<file path="config.mk">
export PLATFORM = sky130hd
export DESIGN_NAME = coord_stack
export DESIGN_NICKNAME = d
export VERILOG_FILES = /design/src/rtl/coord_stack.sv
export SDC_FILE = /design/constraint.sdc
export NUM_CORES = 1
export LEC_CHECK = 0
export BUFFER_PORTS_ARGS = -buffer_cell sky130_fd_sc_hd__buf_4
export CAP_MARGIN = 10
export CORE_MARGIN = 2
export CORE_UTILIZATION = 39
export DETAILED_ROUTE_END_ITERATION = 10
export GPL_TIMING_DRIVEN = 0
export PLACE_DENSITY_LB_ADDON = 0.3
export SKIP_LAST_GASP = 1
export SYNTH_ARGS = -nofsm -noshare
export SYNTH_HDL_FRONTEND = slang
export SYNTH_SLANG_ARGS = --single-unit
</file>
<file path="constraint.sdc">
create_clock -name clk -period 5.8 [get_ports clk]
set_input_delay 0.58 -clock clk [delete_from_list [all_inputs] [get_ports clk]]
set_output_delay 0.58 -clock clk [all_outputs]
set_load 0.02 [all_outputs]
</file>
<file path="src/rtl/coord_stack.sv">
// coord_stack: parametrised LIFO of (x, y) coordinate pairs.
//
// Features:
//   - Registered pop output (xOut/yOut) with a one-cycle outValid strobe.
//   - Status outputs empty/full/count are decoded from the stack pointer.
//   - A simultaneous push and pop replaces the top entry. On an empty
//     stack the pair passes straight through to the output instead.
//   - Overflow and underflow requests are ignored and reported on fail.
//
// Build option:
//   COORD_STACK_STICKY_FAIL_EN
//     defined   : fail is set by the first rejected request and held until rst.
//     undefined : fail pulses for one cycle after each rejected request.
//
// The storage array is not reset. Only the pointer and the output
// registers are reset.

module coord_stack #(
    parameter int COORD_W = 4,
    parameter int DEPTH   = 16,
    parameter int CNT_W   = $clog2(DEPTH + 1)
) (
    input  logic               clk,
    input  logic               rst,
    input  logic               push,
    input  logic               pop,
    input  logic [COORD_W-1:0] xIn,
    input  logic [COORD_W-1:0] yIn,
    output logic [COORD_W-1:0] xOut,
    output logic [COORD_W-1:0] yOut,
    output logic               outValid,
    output logic               empty,
    output logic               full,
    output logic [CNT_W-1:0]   count,
    output logic               fail
);

    localparam int               AW      = (DEPTH > 1) ? $clog2(DEPTH) : 1;
    localparam int               PW      = 2 * COORD_W;
    localparam logic [CNT_W-1:0] DEPTH_C = CNT_W'(DEPTH);

    // Exactly one of these actions is applied at each edge.
    typedef enum logic [2:0] {
        ACT_IDLE    = 3'd0,
        ACT_PUSH    = 3'd1,
        ACT_POP     = 3'd2,
        ACT_REPLACE = 3'd3,
        ACT_PASS    = 3'd4,
        ACT_OVF     = 3'd5,
        ACT_UNF     = 3'd6
    } action_e;

    logic [PW-1:0]    r_mem [DEPTH];
    logic [CNT_W-1:0] r_sp;
    logic [PW-1:0]    r_out;
    logic             r_valid;
    logic             r_fail;

    action_e          w_act;
    logic             w_empty;
    logic             w_full;
    logic [AW-1:0]    w_wr_idx;
    logic [AW-1:0]    w_top_idx;
    logic [PW-1:0]    w_in_pair;
    logic [PW-1:0]    w_top_pair;
    logic             w_mem_we;
    logic [AW-1:0]    w_mem_idx;
    logic             w_reject;

    assign w_empty   = (r_sp == '0);
    assign w_full    = (r_sp == DEPTH_C);
    assign w_in_pair = {xIn, yIn};

    // The write index is only used when the stack is not full, so it always
    // fits in AW bits. The top index is forced to 0 when the stack is empty,
    // which keeps the read inside the array.
    assign w_wr_idx  = AW'(r_sp);
    assign w_top_idx = w_empty ? '0 : AW'(r_sp - CNT_W'(1));
    assign w_top_pair = r_mem[w_top_idx];

    // Decode the request pair and the current occupancy into one action.
    always_comb begin
        w_act = ACT_IDLE;
        case ({push, pop})
            2'b10:   w_act = w_full  ? ACT_OVF  : ACT_PUSH;
            2'b01:   w_act = w_empty ? ACT_UNF  : ACT_POP;
            2'b11:   w_act = w_empty ? ACT_PASS : ACT_REPLACE;
            default: w_act = ACT_IDLE;
        endcase
    end

    // Select the array write port: append at sp, or overwrite the top entry.
    always_comb begin
        w_mem_we  = 1'b0;
        w_mem_idx = w_wr_idx;
        case (w_act)
            ACT_PUSH: begin
                w_mem_we  = 1'b1;
                w_mem_idx = w_wr_idx;
            end
            ACT_REPLACE: begin
                w_mem_we  = 1'b1;
                w_mem_idx = w_top_idx;
            end
            default: begin
                w_mem_we  = 1'b0;
                w_mem_idx = w_wr_idx;
            end
        endcase
    end

    assign w_reject = (w_act == ACT_OVF) || (w_act == ACT_UNF);

    // Write to the storage array. The contents are not reset, and a reset
    // edge blocks the write.
    always_ff @(posedge clk) begin
        if (!rst && w_mem_we) begin
            r_mem[w_mem_idx] <= w_in_pair;
        end
    end

    // Update the stack pointer, the output pair and the valid strobe.
    always_ff @(posedge clk) begin
        if (rst) begin
            r_sp    <= '0;
            r_out   <= '0;
            r_valid <= 1'b0;
        end else begin
            r_valid <= 1'b0;
            case (w_act)
                ACT_PUSH: begin
                    r_sp <= r_sp + CNT_W'(1);
                end
                ACT_POP: begin
                    r_out   <= w_top_pair;
                    r_sp    <= r_sp - CNT_W'(1);
                    r_valid <= 1'b1;
                end
                ACT_REPLACE: begin
                    r_out   <= w_top_pair;
                    r_valid <= 1'b1;
                end
                ACT_PASS: begin
                    r_out   <= w_in_pair;
                    r_valid <= 1'b1;
                end
                default: begin
                    r_sp <= r_sp;
                end
            endcase
        end
    end

`ifdef COORD_STACK_STICKY_FAIL_EN
    // Sticky fail: the first rejected request sets it, and only rst clears it.
    always_ff @(posedge clk) begin
        if (rst) begin
            r_fail <= 1'b0;
        end else if (w_reject) begin
            r_fail <= 1'b1;
        end
    end
`else
    // Pulsed fail: high for one cycle after each rejected request.
    always_ff @(posedge clk) begin
        if (rst) begin
            r_fail <= 1'b0;
        end else begin
            r_fail <= w_reject;
        end
    end
`endif

    assign xOut     = r_out[PW-1:COORD_W];
    assign yOut     = r_out[COORD_W-1:0];
    assign outValid = r_valid;
    assign empty    = w_empty;
    assign full     = w_full;
    assign count    = r_sp;
    assign fail     = r_fail;

endmodule
</file>
==> flow_summary.yaml <==
setup_path:
  cp-end-kind: "flop"
  critPathLaunch: "count[0]"
  crit_top_cell: "buf_2"
  r2r_slack_ns: 0.94
  critPathLaunchType: "flop"
  cp_cell_sequence: "buf_2, inv_1, clkbuf_1, ha_1, buf_2, buf_2, clkbuf_1, buf_1, a31oi_1, or2_2, nor2_1"
  arrival_ns: 4.90
  cp.required_ns: 5.84
  timing.rr.end: "r_mem[12][7]"
  critical-path-max-stage-delay_ns: 0.69
  r2r_start: "count[0]"
  slowest_stage: "nor2_1"
  worstPathMaxFanout: 11
  path_class: "reg -> reg"
  ff2ff_path_depth: 11
pwr:
  p_total_w: 0.003340
  power_density_nw_per_um2: 451.8
  leakage_nw: 2.458
  peakVddDrop_mv: 0.2524
route:
  first_pass_iters: 5
  viasPerCell: 5.734
  routedWlPerCell_um: 22.09
  drc: 0
  drt_wl_total_mm: 16.79
  drtIter0Drc: 417
  antenna_left: 0
  num_vias: 4358
grt:
  grt_overflow_total: 0
  grt_pass1_vias: 4368
  grtUsageTotal_pct: 20.19
  antenna_found_initial: 0
  grt_max_degree: 19
  grt_pass1_wl_mm: 25.83
status:
  status: "finished clean"
cells_and_area:
  layout_commonest_cell: "edfxtp_1"
  drive_gt1_share_pct: 17.83
  nets: 546
  area_growth_pct: 16.48
  n_antenna_cell: 0
  layout_common_cells: "edfxtp_1, nand2_1, nor2_1"
  final_area_sq_um: 7393
  fin_cells: 760
logic_synthesis:
  yosys.area_share.xor_xnor_pct: 0.6899
  synthSimpleGateAreaFrac_pct: 10.01
  yosys.area_share.adder_pct: 0.5914
  yosys.area.top_type: "edfxtp_1"
  synth-seq-cells: 143
  synthCells: 486
  synth_nets: 501
  synth_compound_area_share_pct: 13.88
  synth-edff-count: 128
  yosysWarningCount: 0
  synth_cell_type_count: 53
  synth_top_area_share_pct: 60.56
  ys_seq_area_share_pct: 65.29
  netlist_top_cells_area: "edfxtp_1, dfxtp_1, mux2i_1, mux2_2, a21oi_1"
  postSynthAreaPerCell_sq_um: 13.06
  synth_mux_area_share_pct: 5.519
  synth_area_sq_um: 6347
  async_reset_ff_share_pct: 0
  synth_ff_type: "edfxtp_1"
  synth_top_family_by_area: "compound AO/OA/AOI/OAI gates"
clock_network:
  clock-sinks: 143
  postCtsSetupBuffers: 0
  cts_resized: 0
  cts-root-buf: "clkbuf_16"
  cts_hold_buf: 0
  cts_tree: "yes"
  cts_made_buffers: 17
  clkTransAtPathRegs_ns: 0.06
  cts_max_level: 4
  insertion_delay_ns: 0.42
  cts_max_path_buffers: 2
sta:
  grt_setup_unrepaired: "false"
  setup_tns_ns: 0
  tightestPinTransition_ns: 0.9508
  maxSlewViolCount: 0
  fmax_ghz: 0.2059
  relSlewSlack_pct: 36.38
  finalHoldViolCount: 0
  setup_viol: 0
  setup_ws_ns: 0.9429
  fin_skew_ns: 0.009647
  period_share_pct: 83.74
  layout_min_cycle_time_ns: 4.857
placed_design:
  placed_area_sq_um: 6813
  pre_cts_ws_ns: 0.9447
  placed_cells_incl_taps: 728
  hpwl_mm: 11.56
  finalWeightedCongestion: 0.9351
  portBuffers: 26
floorplan:
  row_count: 46
  die_w_um: 131.6
  io_pins: 29
  start_util_pct: 39.96
  coreArea_sq_um: 15890
  dieArea_sq_um: 17310
  dieHeight_um: 131.6
hold_path:
  hold_end: "r_mem[6][7]"
  hold_start: "xIn[3]"
  hold_path_class: "in -> reg"
  hold_path_depth: 1
job:
  cap_violations: 0
[layout make-up]
| type | count | area (sq um) |
|---|---|---|
| multi-input combinational | 295 | 1948 |
| timing repair buffer | 26 | 195.2 |
| inverter | 12 | 57.56 |
| clock buffer | 19 | 442.9 |
| clock inverter | 13 | 137.6 |
| sequential | 143 | 4144 |
| fill | 1495 | 8492 |
| tap | 216 | 270.3 |
| buffer | 36 | 197.7 |
[stage by stage]
stage                     hold WS, ns  utilization (%)
after floorplan                0.5767                -
after global placement         0.5011            42.89
after detailed placement       0.4995            42.89
after CTS                      0.4949            46.54
after global routing           0.4898            46.54
final                          0.5024            46.54
[worst max path at each step]
stage | to | slack (ns)
global route | r_mem[1][3] | 0.71
finish | r_mem[12][7] | 0.94
floorplan | r_mem[1][0] | 2.31
detailed placement | r_mem[12][1] | 0.94
global placement | r_mem[12][1] | 1.06
CTS | r_mem[12][7] | 0.98
[worst max-delay path: cells and delay by family (launching register included)]
| family | cells | cell delay, ns |
|---|---|---|
| flops | 1 | 0.37 |
| compound gates | 1 | 0.17 |
| fa+ha+maj | 1 | 0.39 |
| simple gates | 2 | 1.06 |
| buf+inv | 7 | 2.47 |
[report_power, final]
part           switching, W  internal (W)
clock network      0.000422      0.000644
registers         0.0000339       0.00117
logic              0.000697      0.000369
total               0.00115       0.00219
[logic make-up after synthesis]
kind of cell / Yosys count
XOR/XNOR: 5
flip-flops: 143
AO/OA/AOI/OAI: 124
AND/OR/NAND/NOR: 131
buffers and inverters: 48
multiplexers: 32
adder cells (fa/ha/maj): 3
[sequential cells by signal, summed over array words and instances, names as in the netlist]
name,count
fail,1
r_out,8
outValid,1
count,5
r_mem,128
[per-layer routing]
metal | track usage [%] | wire length [um]
met1 | 25.95 | 7247
met2 | 31.38 | 7756
met3 | 5.247 | 1239
met4 | 10.75 | 546
met5 | 0 | 0
[cell usage after synthesis, types with 6 or more instances]
master and n:
clkbuf_1 15, mux2_2 14, nand3_1 6, a2111oi_0 7
o21ai_0 18, nand2_1 37, a21boi_0 7, nand2b_1 16
a21oi_1 29, dfxtp_1 15, buf_2 10, inv_1 11
edfxtp_1 128, nor3_1 13, a221oi_1 13, a211oi_1 9
nor2_1 34, nor4_1 9, a211o_1 6, mux2i_1 17
(Power assumes the default switching activity.)
